===== src/rtl/qarma128_tweak_walker.sv =====
// qarma128_tweak_walker
// Steps a 128-bit QARMA-128 tweak through its per-cell LFSR schedule,
// forward (encryption side) or inverse (decryption / reflector side), and
// streams every intermediate tweak out on a valid/ready channel.
//
// Ports:
//   clk, rst                 clock, synchronous active-high reset
//   in_valid/in_ready        job handshake; in_ready is high only when idle
//   in_tweak, in_dir         starting tweak, 0 = forward, 1 = inverse
//   in_steps                 number of steps (0 = no beats, just done)
//   out_valid/out_ready      beat handshake
//   out_tweak, out_last      tweak after k steps, last flags k == in_steps
//   done                     one-cycle pulse after a job completes

// One 8-bit cell of the tweak LFSR, in either direction.
module qarma128_cell_step (
    input  logic [7:0] x,
    input  logic       dir,
    output logic [7:0] y
);
    // forward shifts right feeding x0^x2 in at the top; inverse undoes it
    assign y = dir ? {x[6:0], x[7] ^ x[1]} : {x[0] ^ x[2], x[7:1]};
endmodule

module qarma128_tweak_walker #(
    parameter int STEPS_W = 4
) (
    input  logic               clk,
    input  logic               rst,
    input  logic               in_valid,
    output logic               in_ready,
    input  logic [127:0]       in_tweak,
    input  logic               in_dir,
    input  logic [STEPS_W-1:0] in_steps,
    output logic               out_valid,
    input  logic               out_ready,
    output logic [127:0]       out_tweak,
    output logic               out_last,
    output logic               done
);
    // bit c set = cell c (MSB-first) goes through the LFSR: cells 0,1,3,4,8,11,13
    localparam logic [15:0] STEP_MASK = 16'h291B;
    localparam logic [STEPS_W-1:0] ONE = {{(STEPS_W-1){1'b0}}, 1'b1};

    typedef enum logic [1:0] {IDLE, EMIT, FIN} state_t;

    state_t             state, state_nxt;
    logic [127:0]       tw;
    logic [STEPS_W-1:0] k, steps_r;
    logic               dir_r;
    logic               is_last;

    // A single step network is shared: in IDLE it pre-steps the incoming
    // tweak so the first beat is ready the cycle after acceptance; in EMIT
    // it advances the held register.
    logic [127:0] step_src, step_res;
    logic         step_dir;

    assign step_src = (state == IDLE) ? in_tweak : tw;
    assign step_dir = (state == IDLE) ? in_dir   : dir_r;

    genvar c;
    generate
        for (c = 0; c < 16; c++) begin : g_cell
            localparam int HI = 127 - 8*c;
            if (STEP_MASK[c]) begin : g_step
                qarma128_cell_step u_cell (
                    .x   (step_src[HI -: 8]),
                    .dir (step_dir),
                    .y   (step_res[HI -: 8])
                );
            end else begin : g_pass
                assign step_res[HI -: 8] = step_src[HI -: 8];
            end
        end
    endgenerate

    assign is_last   = (k == steps_r);
    assign out_tweak = tw;

    always_comb begin
        state_nxt = state;
        in_ready  = 1'b0;
        out_valid = 1'b0;
        out_last  = 1'b0;
        done      = 1'b0;
        case (state)
            IDLE: begin
                in_ready = 1'b1;
                if (in_valid)
                    state_nxt = (in_steps == '0) ? FIN : EMIT;
            end
            EMIT: begin
                out_valid = 1'b1;
                out_last  = is_last;
                if (out_ready && is_last)
                    state_nxt = FIN;
            end
            FIN: begin
                done      = 1'b1;
                state_nxt = IDLE;
            end
            default: state_nxt = IDLE;
        endcase
    end

    always_ff @(posedge clk) begin
        if (rst) state <= IDLE;
        else     state <= state_nxt;
    end

    always_ff @(posedge clk) begin
        if (rst) begin
            tw      <= '0;
            k       <= '0;
            steps_r <= '0;
            dir_r   <= 1'b0;
        end else begin
            case (state)
                IDLE: if (in_valid && in_steps != '0) begin
                    tw      <= step_res;
                    k       <= ONE;
                    steps_r <= in_steps;
                    dir_r   <= in_dir;
                end
                // k never passes steps_r, so a full-scale count cannot wrap
                EMIT: if (out_ready && !is_last) begin
                    tw <= step_res;
                    k  <= k + ONE;
                end
                default: ;
            endcase
        end
    end
endmodule


===== config.mk =====
export PLATFORM = sky130hd
export DESIGN_NAME = qarma128_tweak_walker
export DESIGN_NICKNAME = d
export VERILOG_FILES = /design/src/rtl/qarma128_tweak_walker.sv
export SDC_FILE = /design/constraint.sdc
export NUM_CORES = 1
export LEC_CHECK = 0
export ABC_CLOCK_PERIOD_IN_PS = 5200
export BUFFER_PORTS_ARGS = -buffer_cell sky130_fd_sc_hd__buf_2
export CAP_MARGIN = 25
export CORE_ASPECT_RATIO = 0.9
export CORE_MARGIN = 1
export CORE_UTILIZATION = 54
export CTS_CLUSTER_SIZE = 30
export DETAILED_ROUTE_END_ITERATION = 7
export PLACE_DENSITY_LB_ADDON = 0.05
export SKIP_LAST_GASP = 1
export SLEW_MARGIN = 5
export SYNTH_ARGS = -nofsm -noshare
export SYNTH_HDL_FRONTEND = slang
export SYNTH_HIERARCHICAL = 1
export SYNTH_SLANG_ARGS = --single-unit

===== constraint.sdc =====
create_clock -name clk -period 5.2 [get_ports clk]
set_input_delay 0.26 -clock clk [delete_from_list [all_inputs] [get_ports clk]]
set_output_delay 0.26 -clock clk [all_outputs]
set_load 0.01 [all_outputs]

# --- Yosys cells after proc, flatten, opt, wreduce, memory -nomap -nowiden ---
# Index checks and enable logic that the tools add are counted.
word_totals:
  wordCells: 61
  romBits: 0
  input_bits: 137
  ff_bits: 139
  ramBits: 0
  output_inout_bits: 132
  latchBits: 0
  n_memories: 0
classes:
  div_mod_pow: 0
  n_bitwise: 14
  mux: 23
  addsub: 1
  n_lt_le_gt_ge: 0
  n_reduce_logical: 11
  eq_ne: 7
  mul: 0
  shifts: 0
ops:
  columns: ["operator", "n"]
  rows:
  - ["$mux W128", 3]
  - ["$pmux W128 S2", 1]
  - ["$mux W8", 7]
  - ["$xor A1 B1 Y1", 14]
  - ["$mux W4", 2]
  - ["$pmux W4 S2", 1]
  - ["$mux W2", 3]
  - ["$ne A2 B2 Y1 const B", 3]
  - ["$mux W1", 5]
  - ["$add A4 B1 Y4 const B", 1]
  - ["$eq A4 B4 Y1", 1]
  - ["$logic_not A4 Y1", 1]
  - ["$pmux W2 S2", 1]
  - ["$reduce_and A2 Y1", 2]
  - ["$reduce_bool A4 Y1", 1]
  - ["$logic_and A1 B1 Y1", 3]
  - ["$reduce_and A3 Y1", 1]
  - ["$eq A2 B1 Y1 const B", 1]
  - ["$eq A2 B2 Y1 const B", 1]
  - ["$logic_not A2 Y1", 1]
  - ["$ne A2 B1 Y1 const B", 1]
  - ["$reduce_bool A2 Y1", 1]
  - ["$logic_not A1 Y1", 1]

# --- Longest topological paths before layout ---
# Gate-level depths: netlist of the first run.
depth:
  ltp_word: 6
  ltp_mapped: 8
  ltp_nobuf: 6

# --- Cells and area by module ---
# Netlist of the first run, hierarchy kept.
modules_own_cells:
  columns: ["mod", "area_per_inst_um2", "n_inst", "cells_per_inst", "seq_area_each_um2"]
  rows:
  - ["qarma128_tweak_walker", 6164.7, 1, 685, 2782.7]
  - ["qarma128_cell_step", 131.4, 7, 12, 0.0]

# --- Worst setup path before layout of the first run ---
# No wires, ideal clock.
synth_timing:
  path_type: "register to register"
  start: "reg state[1]"
  end: "reg tw[21], in the netlist out_tweak[21]"
  n_path_buf: 2
  path_stages_with_launch: 8
  t_arrival_ns: 1.969
  setup_time_ns: 0.126
  required_ns: 5.074
  synth_period_minus_slack_ns: 2.096
  slack_ns: 3.104
  cell_sequence: "dfxtp_1 -> nor2_2 -> clkbuf_1 -> mux2_2 -> buf_6 -> mux2_4 -> nand2b_1 -> mux2i_1"
synth_via:
  elab_chain_cells: 5
  elab_cells_between_ends: 12
  classes_between: "eq/ne: 3; mux: 6; reduce/logical: 3"
synth_rtl:
  columns: ["item", "line", "rtl"]
  rows:
  - ["start: declaration", "47", "state_t state, state_nxt;"]
  - ["start signal: assignment", "109", "else state <= state_nxt;"]
  - ["$logic_not A2 Y1 (*)", "60", "assign step_dir = (state == IDLE) ? in_dir : dir_r;"]
  - ["$mux W1 (*)", "60", null]
  - ["named net step_dir", "57", "logic step_dir;"]
  - ["$mux W8 (*)", "22", "assign y = dir ? {x[6:0], x[7] ^ x[1]} : {x[0] ^ x[2], x[7:1]};"]
  - ["named net step_res[21]", "56", "logic [127:0] step_src, step_res;"]
  - ["$mux W128 (on tied branches)", "127, 120", null]
  - ["$pmux W128 S2 (*)", "119", "case (state)"]
  - ["end signal: assignment", "121", "tw <= step_res;"]
  - ["end signal: assignment", "128", "tw <= step_res;"]
  - ["end: declaration", "48", "logic [127:0] tw;"]
# Mark *: on every way through the listed nets, which the timed path passes. The rest lies on a longest branch. The select of a mux whose other input is x is not followed.
# A chain may end at the register's enable or synchronous reset.

# --- Worst setup path after layout of the first run ---
layout_timing:
  start: "reg state[1]"
  end: "reg tw[23], in the netlist out_tweak[23]"
layout_via:
  elab_chain_cells: 6
  elab_cells_between_ends: 13
  classes_between: "eq/ne: 3; mux: 6; bitwise: 1; reduce/logical: 3"
layout_rtl:
  columns: ["item", "line", "rtl"]
  rows:
  - ["$logic_not A2 Y1 (*)", "59", "assign step_src = (state == IDLE) ? in_tweak : tw;"]
  - ["$mux W128 (*)", "59", null]
  - ["named net step_src[18]", "56", null]
  - ["$xor A1 B1 Y1 (*)", "22", null]
  - ["$mux W8 (*)", "22", null]
  - ["named net step_res[23]", "56", null]
  - ["$mux W128 (on tied branches)", "127, 120", null]
  - ["$pmux W128 S2 (*)", "119", null]
# Marked as above.

==> metrics, run 1 <==
status=finished, final reports clean; total routed wirelength=16560 um; # resized after CTS=0; Netlist cell types=36; Sequential Power Share=38.8%; gpl congestion=0.7980; Final min period=2462 ps; ANT cells=0; R2R cell count=7; Fillers=1064; area of the multi-input gates=4009 um^2; synthesis-to-layout area growth=26.37%; #FFs+latches synth=139; vias in the first global route=5364; Seq/Total Area, Yosys=39.28%; synthesized area per cell=9.212 um^2; Compound-Gate Fraction of Synth Area=7.259%; synthesized area=7084 um^2; worst vdd ir=232.2 uV; largest net degree at the start of global routing=124; hold-fix buffers at CTS=0; Worst Path Required=5460 ps; Mapped Nets=907; internal power=2.283 mW; Post-DP HPWL=10970 um; initial cell density of the core=55.62%; basic-gate share of the synthesized area counting and, or, nand and nor cells=20.61%; leakage=4.175 nW; Final ANT Viol Nets=0; setup TNS=0 ps; Synth area leaders=dfxtp_1 (39%), nand2b_1 (10%), mux2_2 (9.1%); post-detailed-route wirelength per cell=14.03 um; layout cells sized above 1=40.16%; critical path startpoint category=flip-flop; DRC Markers=0; total global-route track usage=24.32%; Hold Startpoint=in_tweak[104]; Synth warnings=6; die height=110.7 um; top cell type's share of synthesized area=39.28%; Rows=39; Final Util=70.29%; number of enable flip-flop cells after synthesis=0; Port Buffers=268; NetSw=0.9168 mW; Max Cap Viol=0; Max FO, Critical Path=44; Clock Path Buffers=2; nets@finish=1142; CTS tree=done; via density per instance=5.010; Crit Path Category=flip-flop to flip-flop; DR vias=5912; Worst Hold Endpoint=out_tweak[104]; Final Max Tran Viols=0; GRT overflow=0; post-synth top area cell=dfxtp_1; most common cell in the netlist=nand2_1; fin crit share=47.35%; initial antenna violation count=0; Final Hold Viols=0; Root Buffer Master=clkbuf_16; synthesized-area fraction occupied by xor and xnor cells=2.225%; dpl cells=1149; CTS Buf Count=17; R2R Path Start=state[1]; Clk network pwr share=35.6%; ys flop type=dfxtp_1; Worst Hold Class=input pin to flip-flop; Post-CTS Setup Bufs=0; Worst Tran Pin Value=1018 ps; die area=13580 um^2; worst skew pair latency=410 ps; Non-Filler Instances=1180; Synth top cells by count=nand2_1 (166), dfxtp_1 (139), nand2b_1 (114); Data arrival, critical path=2720 ps; Sink Count=139; Worst slew margin=32.11%; CP endpoint kind=flip-flop; Cells after Synth=769; Comb pwr share=25.6%; endpoints failing setup=0; switching share of power=28.65%; chip width=122.7 um; flop2flop setup slack=2740 ps; Clock transition at path regs=60 ps; first-pass iteration count of the detailed router=5; mux contribution to synthesized area=26.02%; DR iter-0 viols=362; clock skew=9.762 ps; RSZ-0062 raised after global routing=no; pwr dens=357.5 nW/um^2; Fmax=406.1 MHz; core box area=12740 um^2; worst r2r dst=out_tweak[23]; Post-synth ARST share=0%; Hold Crit Depth=3; Post-Synth Adder-Cell Area=0.1766%; H-tree depth=4; largest family of logic cells by synthesized area=multiplexers; first-pass GRT wire length=26010 um; register area=2783 um^2; IO Pins=269
## cell families (layout without fill, tap and decap cells)
family | Yosys count | count (layout)
AND/OR/NAND/NOR | 301 | 301
multiplexers | 156 | 156
flip-flops | 139 | 139
AO/OA/AOI/OAI | 94 | 94
buffers and inverters | 60 | 307
XOR/XNOR | 18 | 18
adder cells (fa/ha/maj) | 1 | 1
## sequential cells by signal, summed over array words and instances, names as in the netlist
signal	cells
dir_r	1
k	4
out_tweak	128
state	2
steps_r	4
## routing by layer
layer | routed length (um) | track usage [%] | vias to the layer above
met5 | 0 | 0 | -
met4 | 212 | 8.537 | 0
met3 | 1109 | 6.893 | 15
met2 | 7699 | 39.21 | 168
met1 | 7538 | 30.73 | 2692
li1 | - | - | 3037
## critical path: stages (launching register included)
cell and delay [ps]:
dfxtp_1 360, nor2_4 460, buf_4 580, mux2_2 440, xnor2_1 160, o21ai_0 90, nand2b_1 120, mux2i_1 60
## how the worst max path moves through the flow
stage,startpoint,end
3_3_place_gp,state[1],out_tweak[120]
5_1_grt,state[1],out_tweak[112]
4_1_cts,state[1],out_tweak[23]
2_1_floorplan,state[1],out_tweak[21]
3_5_place_dp,state[1],out_tweak[91]
6_report,state[1],out_tweak[23]
## cell usage in the layout (no fill, tap or decap), drive strengths merged, types with 2 or more instances in the layout
master      n
a21o        2
a21oi      75
a31oi       2
a32oi       3
and3        2
buf       273
clkbuf     21
clkinv      4
clkinvlp    4
dfxtp     139
inv         4
mux2       99
mux2i      57
nand2     166
nand2b    114
nand3       4
nor2        6
nor3        2
nor4        2
o21ai       8
xnor2      18
## power groups by stage
stage	Sequential, mW	Clock [mW]	Combinational, mW
final	1.24	1.14	0.820
after global routing	1.26	1.22	0.894
after CTS	1.24	1.17	0.827
after detailed placement	1.26	0	0.823
after global placement	1.26	0	0.816
after floorplan	1.30	0	0.554
## stage by stage
| stage | instance area [um^2] | total power [mW] | hold WS (ps) | worst slack, ps |
|---|---|---|---|---|
| after floorplan | 7084 | 1.857 | 396.0 | 3104 |
| after global placement | 8389 | 2.078 | 439.4 | 2798 |
| after detailed placement | 8389 | 2.086 | 443.0 | 2772 |
| after CTS | 8952 | 3.235 | 61.03 | 2738 |
| after global routing | 8952 | 3.370 | 65.16 | 2550 |
| final | 8952 | 3.200 | 74.71 | 2738 |
## final cells by class
cell class,count,area share [%]
clock buffers,21,5.255
clock inverters,10,1.034
inverters,3,0.1258
multi-input cells,570,44.78
flip-flops and latches,139,31.08
well taps,164,2.292
repair buffers,273,15.43
(Power assumes the default switching activity.)
==> run 2: changes to the inputs <==
ABC_CLOCK_PERIOD_IN_PS = 2500   (was 5200)
CORE_UTILIZATION = 50   (was 54)
clock period = 2.5 ns   (was 5.2 ns; I/O delays follow)
==> run 2 against run 1 <==
Effect of this change:
- highest routed layer unchanged
- critical path type unchanged
- power increased by 130%
- critical path depth is 1 lower
- clock skew down 3.8 ps
- sequential share of layout area down 3.0 points
- largest cell class unchanged
- global-route usage up 0.61 points
- combinational power rose by 130%
- cell count up 8.9%
- worst hold slack got worse by 2.0 ps
- worst setup slack got worse by 2300 ps
- flip-flop and latch count is the same
- die area increased by 7.9%
==> metrics, run 2 (synthesis results as in run 1) <==
Buffers & Inverters on Critical Path=0 (was 1); Crit Path Category=flip-flop to flip-flop (unchanged); synthesis-to-layout area growth=40.07% (was 26.37%); Non-Filler Instances=1285 (was 1180); worst vdd ir=587.5 uV (was 232.2 uV); Sequential Power Share=35.8% (was 38.8%); total global-route track usage=24.93% (was 24.32%); via density per instance=4.931 (was 5.010); Sink Count=139 (unchanged); Comb pwr share=25.7% (was 25.6%); total power=7.208 mW (was 3.200 mW); first-pass GRT wire length=28790 um (was 26010 um); GRT overflow=0 (unchanged); endpoints failing setup=0 (unchanged); RSZ-0062 raised after global routing=no (unchanged); Data arrival, critical path=2380 ps (was 2720 ps); Worst Hold Class=input pin to flip-flop (unchanged); slowest stage cell, crit path=mux2_4 (was buf_4); dpl cells=1177 (was 1149); Worst slew margin=34.53% (was 32.11%); DRC Markers=0 (unchanged); die area=14650 um^2 (was 13580 um^2); Root Buffer Master=clkbuf_16 (unchanged); Clock Path Buffers=2 (unchanged); Largest register FFs=128 (unchanged); Clk network pwr share=38.4% (was 35.6%); Final Hold Viols=0 (unchanged); Port Buffers=268 (unchanged); hold-fix buffers at CTS=77 (was 0); vias in the first global route=5931 (was 5364); Fmax=491.2 MHz (was 406.1 MHz); H-tree depth=4 (unchanged); ANT cells=0 (unchanged); NetSw=2.028 mW (was 0.9168 mW); Post-CTS Setup Bufs=0 (unchanged); Final Max Tran Viols=0 (unchanged); Final ANT Viol Nets=0 (unchanged); delay-heaviest family, CP=multiplexers (was simple AND/OR/NAND/NOR gates); critical path startpoint category=flip-flop (unchanged); Fillers=1030 (was 1064); total routed wirelength=18410 um (was 16560 um); IO Pins=269 (unchanged); internal power=5.180 mW (was 2.283 mW); first-pass iteration count of the detailed router=5 (unchanged); setup TNS=0 ps (unchanged); commonest cells after routing, fill and taps aside=buf_2 (267), nand2_1 (166), dfxtp_1 (139) (unchanged); worst skew pair latency=420 ps (was 410 ps); Worst Tran Pin Value=982.1 ps (was 1018 ps); initial cell density of the core=52.23% (was 55.62%); Clock transition at path regs=60 ps (about the same); Final min period=2036 ps (was 2462 ps); Rows=40 (was 39); layout cells sized above 1=37.59% (was 40.16%); status=finished, final reports clean (unchanged); leakage=4.573 nW (was 4.175 nW); commonest non-fill, non-tap cell in the layout=buf_2 (unchanged); gpl congestion=0.7627 (was 0.7980); CTS Buf Count=17 (unchanged); DR vias=6336 (was 5912); largest net degree at the start of global routing=102 (was 124); switching share of power=28.14% (was 28.65%); Final Util=73.16% (was 70.29%); fin crit share=81.43% (was 47.35%); # resized after CTS=0 (unchanged); final worst slack=464.3 ps (was 2738 ps); die height=114.9 um (was 110.7 um); Post-DP HPWL=11170 um (was 10970 um); Setup Slack @ Placement=494.8 ps (was 2772 ps); Worst path max stage delay=850 ps (was 580 ps); CTS tree=done (unchanged); core box area=13560 um^2 (was 12740 um^2); Critical Path, Cell by Cell=nor2_4 > mux2_4 > nand2_1 > xnor2_1 > nand2b_1 > mux2i_1 (was nor2_4 > buf_4 > mux2_2 > xnor2_1 > o21ai_0 > nand2b_1 > mux2i_1); Worst Path Required=2850 ps (was 5460 ps); initial antenna violation count=0 (unchanged); post-detailed-route wirelength per cell=14.33 um (was 14.03 um); Max FO, Critical Path=63 (was 44); CP endpoint kind=flip-flop (unchanged); pwr dens=726.4 nW/um^2 (was 357.5 nW/um^2); clock skew=5.996 ps (was 9.762 ps); chip width=127.5 um (was 122.7 um); nets@finish=1222 (was 1142); DR iter-0 viols=350 (was 362); Max Cap Viol=0 (unchanged)
## run 2: changes by cell type in the layout (fill, tap and decap cells not counted)
| cell | previous run | this run |
|---|---|---|
| buf_12 | 0 | 5 |
| buf_4 | 6 | 4 |
| bufinv_16 | 1 | 5 |
| clkbuf_1 | 1 | 0 |
| clkbuf_8 | 3 | 0 |
| clkinv_2 | 3 | 1 |
| clkinv_4 | 1 | 4 |
| clkinvlp_4 | 4 | 3 |
| dlygate4sd3_1 | 0 | 77 |
## run 2: per-stage QoR
stage / instance area (um^2) / hold WS, ps
floorplan: 7084 / 261.0
global placement: 8506 / 367.3
detailed placement: 8506 / 370.9
CTS: 9923 / 53.86
global route: 9923 / 80.07
finish: 9923 / 72.73
## run 2: routing by layer
| layer | up-vias | part of all wire (%) | wire length (um) | GRT usage, % |
|---|---|---|---|---|
| met5 | - | 0 | 0 | 0 |
| met4 | 0 | 1.8 | 324 | 8.810 |
| met3 | 24 | 5.6 | 1030 | 6.701 |
| met2 | 195 | 46 | 8545 | 41.86 |
| met1 | 2920 | 46 | 8514 | 30.90 |
| li1 | 3197 | - | - | - |
## run 2: worst paths after layout
path | from | end | slack, ps | depth (start not counted)
setup / recovery | state[1] | out_tweak[112] | 460 | 6
hold / removal | in_valid | steps_r[3] | 70 | 3
setup reg to reg | state[1] | out_tweak[112] | 460 | 6
hold reg to reg | out_tweak[109] | out_tweak[109] | 450 | 2
## run 2: layout make-up
type,count,area (um^2),share of cell area [%]
tap,189,236.5,2.383
sequential,139,2783,28.04
clock buffer,17,425.4,4.287
multi-input combinational,570,4009,40.40
timing repair buffer,353,2237,22.54
clock inverter,14,221.5,2.232
inverter,3,11.26,0.1135
## run 2: power by group through the flow
stage / clock network (mW) / logic, mW / registers, mW
detailed placement: 0 / 1.75 / 2.63
global route: 2.91 / 2.01 / 2.61
finish: 2.77 / 1.86 / 2.58
floorplan: 0 / 1.15 / 2.71
global placement: 0 / 1.74 / 2.63
CTS: 2.81 / 1.85 / 2.58
## run 2: worst register-to-register path, stage by stage (launching register included)
cell,delay [ps]
dfxtp_1,420
nor2_4,80
mux2_4,850
nand2_1,210
xnor2_1,210
nand2b_1,70
mux2i_1,130
